[src/rtl/command_issue_queue.sv]
// Command FIFO in front of the register-file controller: issues one command at
// a time as a registered command word plus a one-cycle syscall strobe.
module command_issue_queue #(
    parameter int DEPTH   = 8,
    parameter int CMD_W   = 12,
    parameter int ALU_GAP = 1,
    parameter int CAS_GAP = 2
) (
    input  logic                   clk,
    input  logic                   rst_n,
    input  logic [CMD_W-1:0]       cmd_in,
    input  logic                   cmd_valid,
    output logic                   cmd_ready,
    input  logic                   hold,
    input  logic                   flush,
    output logic [CMD_W-1:0]       command,
    output logic                   syscall,
    output logic [$clog2(DEPTH):0] level,
    output logic                   busy,
    output logic [15:0]            issued_count,
    output logic                   dbg_state
);

    localparam int PW   = $clog2(DEPTH);
    localparam int LW   = PW + 1;
    localparam int MAXG = (CAS_GAP > ALU_GAP) ? CAS_GAP : ALU_GAP;
    localparam int GW   = (MAXG < 1) ? 1 : $clog2(MAXG + 1);

    typedef enum logic {
        IDLE = 1'b0,
        GAP  = 1'b1
    } state_t;

    state_t           state;
    state_t           state_nxt;
    logic [GW-1:0]    gap_cnt;
    logic [GW-1:0]    gap_cnt_nxt;
    logic [CMD_W-1:0] mem [DEPTH];
    logic [PW-1:0]    wr_ptr;
    logic [PW-1:0]    rd_ptr;
    logic [CMD_W-1:0] head;
    logic [GW-1:0]    head_gap;
    logic             full;
    logic             empty;
    logic             push;
    logic             issue;
    logic             issue_ok;

    // Handshake: a command transfers on a rising edge where cmd_valid and
    // cmd_ready are both high; cmd_ready depends only on occupancy (no bypass).
    assign full      = (level == LW'(DEPTH));
    assign empty     = (level == '0);
    assign cmd_ready = !full;
    assign push      = cmd_valid && !full && !flush;

    assign head     = mem[rd_ptr];
    assign head_gap = (head[CMD_W-1 -: 3] == 3'b111) ? GW'(CAS_GAP) : GW'(ALU_GAP);
    assign issue_ok = !empty && !hold && !flush;

    assign busy      = (state == GAP) || syscall;
    assign dbg_state = (state == GAP);

    // gap_cnt holds the idle cycles still owed; the GAP cycle where it reads
    // zero is the last gap cycle, so the next issue may start at its edge.
    always_comb begin
        state_nxt   = state;
        gap_cnt_nxt = gap_cnt;
        issue       = 1'b0;
        case (state)
            IDLE: begin
                if (issue_ok) begin
                    issue       = 1'b1;
                    gap_cnt_nxt = head_gap;
                    state_nxt   = GAP;
                end
            end
            GAP: begin
                if (gap_cnt != '0) begin
                    gap_cnt_nxt = gap_cnt - GW'(1);
                end else if (issue_ok) begin
                    issue       = 1'b1;
                    gap_cnt_nxt = head_gap;
                end else begin
                    state_nxt = IDLE;
                end
            end
            default: begin
                state_nxt   = IDLE;
                gap_cnt_nxt = '0;
            end
        endcase
    end

    always_ff @(posedge clk) begin
        if (!rst_n) begin
            state        <= IDLE;
            gap_cnt      <= '0;
            command      <= '0;
            syscall      <= 1'b0;
            issued_count <= '0;
        end else begin
            state   <= state_nxt;
            gap_cnt <= gap_cnt_nxt;
            syscall <= issue;
            if (issue) begin
                command      <= head;
                issued_count <= issued_count + 16'd1;
            end
        end
    end

    always_ff @(posedge clk) begin
        if (!rst_n) begin
            wr_ptr <= '0;
            rd_ptr <= '0;
            level  <= '0;
        end else if (flush) begin
            wr_ptr <= '0;
            rd_ptr <= '0;
            level  <= '0;
        end else begin
            if (push) begin
                wr_ptr <= wr_ptr + PW'(1);
            end
            if (issue) begin
                rd_ptr <= rd_ptr + PW'(1);
            end
            case ({push, issue})
                2'b10:   level <= level + LW'(1);
                2'b01:   level <= level - LW'(1);
                default: level <= level;
            endcase
        end
    end

    // Storage is not reset; level and the pointers define which entries are live.
    always_ff @(posedge clk) begin
        if (push) begin
            mem[wr_ptr] <= cmd_in;
        end
    end

endmodule

[config.mk]
export PLATFORM = sky130hd
export DESIGN_NAME = command_issue_queue
export DESIGN_NICKNAME = d
export VERILOG_FILES = /design/src/rtl/command_issue_queue.sv
export SDC_FILE = /design/constraint.sdc
export NUM_CORES = 1
export LEC_CHECK = 0
export BUFFER_PORTS_ARGS = -buffer_cell sky130_fd_sc_hd__buf_2
export CAP_MARGIN = 0
export CORE_MARGIN = 2
export CORE_UTILIZATION = 32
export DETAILED_ROUTE_END_ITERATION = 8
export GPL_TIMING_DRIVEN = 0
export MAX_ROUTING_LAYER = met4
export PLACE_DENSITY = 0.54
export SLEW_MARGIN = 10
export SYNTH_ARGS = -nofsm -noshare
export SYNTH_HDL_FRONTEND = slang
export SYNTH_SLANG_ARGS = --single-unit
[constraint.sdc]
create_clock -name clk -period 4.2 [get_ports clk]
set_input_delay 0.42 -clock clk [delete_from_list [all_inputs] [get_ports clk]]
set_output_delay 0.42 -clock clk [all_outputs]
set_load 0.05 [all_outputs]
==> impl_summary.log <==
INFO  metric synth.distinct_cells = 41
INFO  metric cp_slowest_cell = or4_1
INFO  metric fin_area = 6850 µm²
INFO  metric design.portCount = 53
INFO  metric period_minus_slack = 3480 ps
INFO  metric worstPathMaxFanout = 10
INFO  metric clock_insertion_delay_worst_skew = 420 ps
INFO  metric netlist_instances = 368
INFO  metric cts_root_buffer = clkbuf_16
INFO  metric cell_types_occupying_the_most_area_after_synthesis = edfxtp_1 (51%), dfxtp_1 (16%), mux4_2 (9.6%)
INFO  metric cts.sinks = 141
INFO  metric fillerInstances = 1,570
INFO  metric timing.final.max_slew_violations = 0
INFO  metric synth_nets = 390
INFO  metric critPathTopFamily = simple AND/OR/NAND/NOR gates
INFO  metric clkSlewWorstSetupHoldPaths = 60 ps
INFO  metric type_of_origin_of_the_critical_path = flop
INFO  metric synthFlopType = edfxtp_1
INFO  metric critPathKind = reg -> reg
INFO  metric drt-wirelength-per-cell = 17.3 µm
INFO  metric yosysMostFrequentCell = edfxtp_1
INFO  metric final_min_period_over_clock_period = 82.8%
INFO  metric critical_path.max_stage_delay = 460 ps
INFO  metric critical-path-top-cell-by-count = buf_2
INFO  metric internal_power = 2.41 mW
INFO  metric path_cells = nor4_1 > or4_1 > buf_2 > clkinv_1 > buf_2 > buf_2 > ha_1 > nand2b_1 > nand2_1 > ha_1 > a2111oi_1 > nor4_1 > nor3_1
INFO  metric via_count_of_the_first_global_routing_pass = 3,269
INFO  metric drc_errors = 0
INFO  metric placedCellCount = 651
INFO  metric slew_headroom = 41.4%
INFO  metric synth_edf_count = 96
INFO  metric worstMarginPinSlew = 879 ps
INFO  metric p_leak = 2.52 nW
INFO  metric setup_repair_after_global_routing_missed_its_margin = false
INFO  metric required = 4540 ps
INFO  metric worst_r2r_startpoint = level[0]
INFO  metric clock_path_buffers = 2
INFO  metric drive_gt1_share = 29.5%
INFO  metric hold_buffers = 0
INFO  metric share_seq_of_total_power = 48.7%
INFO  metric detailedRoute.firstIterationViolations = 244
INFO  metric cts_post_setup_buffers_inserted = 0
INFO  metric timing.setup.tns = 0 ps
INFO  metric ys_top_cells_by_count = edfxtp_1 (96), dfxtp_1 (45), nand2_1 (31)
INFO  metric max_clock_freq = 287 MHz
INFO  metric power.density_cell_area = 450 nW/µm²
INFO  metric setup-violations-final = 0
INFO  metric final.setup.worst_slack = 721 ps
INFO  metric cts-buffers-inserted = 17
INFO  metric port_buffers = 52
INFO  metric maxCapViolations = 0
INFO  metric grt_max_degree = 17
INFO  metric finish.net_count = 467
INFO  metric comb_power_share = 2.9%
INFO  metric dr.pass1.iters = 5
INFO  metric post-dp-hpwl = 8230 µm
INFO  metric hp-start = cmd_in[8]
INFO  metric timing.critical_path.to_type = flop
INFO  metric r2r_slack = 720 ps
INFO  metric ant_nets = 0
INFO  metric post_cts_resize_count = 0
INFO  metric finalWirelength = 11,800 µm
INFO  metric fp.coreArea = 17,200 µm²
INFO  metric fin_util = 39.7%
INFO  metric place_area = 6260 µm²
INFO  metric grt_antenna_before_repair = 1
INFO  metric global_route_wire_length_before_repair = 18,500 µm
INFO  metric worst_hold_check_path_type = in -> reg
INFO  metric gpl.final_weighted_congestion = 0.781
INFO  metric peakVddDrop = 0.286 mV
INFO  metric groute.usage.overall = 14.1%
INFO  metric critPathLaunch = level[0]
INFO  metric rows = 48
INFO  metric data_arrival_time_of_the_worst_path = 3820 ps
INFO  metric area_growth_syn_to_layout = 21.8%
INFO  metric detailroute.via_count = 3,293
INFO  metric dieWidth = 137 µm
INFO  metric post-synth-top-area-fraction = 51.3%
INFO  metric total_switching_power = 0.675 mW
INFO  metric cp.buffers_inverters = 4
INFO  metric die-area = 18,700 µm²
INFO  metric grt_overflow_total = 0
INFO  metric fp.dieH = 137 µm
INFO  metric status = finished, final reports clean
INFO  metric tritoncts = done
INFO  metric yosys.area.top_type = edfxtp_1
INFO  metric finClkSkew = 8.32 ps
INFO  metric avgViaCountPerCell = 4.81
INFO  metric timing_hold_violations_final = 0
INFO  metric share_clk_of_total_power = 48.5%
INFO  metric place_worst_setup_slack = 652 ps
INFO  metric post_synth_instance_area = 5620 µm²
INFO  metric async_reset_ff_share = 0%
INFO  metric switching_share = 21.9%
INFO  metric ys_seq_elements = 141
INFO  metric synth-seq-area-share = 67.3%
INFO  metric synthesis.yosys.warnings = 0
INFO  metric fin_cells = 684
INFO  metric syn-mean-instance-area = 15.3 µm²
INFO  metric htree_depth = 4
INFO  metric floorplan.initialDensity = 32.6%
## metrics by stage
step,power [mW],hold slack (ps)
after floorplan,1.58,462
after global placement,1.61,474
after detailed placement,1.62,482
after CTS,3.11,249
after global routing,3.18,262
final,3.08,269
## registers in the layout (all words and copies together), names as in the netlist, named ones only
register / cells
command: 12
issued_count: 16
mem: 96
gap_cnt: 2
wr_ptr: 3
level: 4
dbg_state: 1
syscall: 1
rd_ptr: 3
## metal layers
metal	global-route usage [%]	vias up	part of all wire [%]
met5	-	-	0
met4	4.98	0	1.3
met3	4.56	13	6.6
met2	22.3	101	50
met1	17.1	1625	42
li1	-	1554	-
## worst register-to-register path: cells and delay by family, from the launching register on
kind | cells | cell delay [ps]
adders and majority gates | 2 | 470
DFF | 1 | 450
and+or+nand+nor | 6 | 1110
AOI/OAI and AO/OA | 1 | 430
buffers and inverters | 4 | 930
## power by group through the flow
stage	Combinational [mW]	Sequential (mW)	Clock [mW]
finish	0.0889	1.50	1.49
global route	0.0988	1.50	1.58
detailed placement	0.0901	1.53	0
CTS	0.0905	1.50	1.52
floorplan	0.0378	1.54	0
global placement	0.0848	1.53	0
## final timing paths
kind                            cells past startpoint   endpoint
worst max register to register                     13   level[2]
worst min register to register                      2  rd_ptr[1]
worst min-delay path                                1  mem[3][8]
worst max-delay path                               13   level[2]
## layout by cell type (no fill, tap or decap), types with 6 or more instances in the layout
cell type  Yosys  final
o211a_1       11     11
nor2_1        14     11
a21oi_1        6      6
mux2i_1       15     15
nand3_1        8      8
dfxtp_1       45     45
mux4_2        24     24
xor2_1         8      8
nor4_1         8      7
xnor2_1       11     11
nand2b_1       7      7
edfxtp_1      96     96
clkbuf_1       9      9
clkbuf_16      0     17
buf_2          8     61
and2_1        17     17
nand2_1       31     31
## cell families (layout without fill, tap and decap cells)
logic type / after synthesis / in the layout / synth area share [%]
mux: 40 / 40 / 12.5
fa+ha+maj: 5 / 5 / 1.11
compound gates: 30 / 30 / 4.18
buf+inv: 24 / 114 / 1.91
flops: 141 / 141 / 67.3
xor+xnor: 19 / 19 / 2.96
other cells: 0 / 1 / 0
simple gates: 109 / 109 / 10.1
## layout make-up
type,count,area (µm²),area share [%]
timing repair buffer,58,318,4.64
buffer,19,88.8,1.30
clock buffer,17,425,6.21
multi-input combinational,203,1770,25.8
antenna,1,2.50,0.0365
clock inverter,15,163,2.38
tap,225,282,4.11
inverter,5,18.8,0.274
sequential,141,3780,55.3
Power figures use the tool's default switching activity.
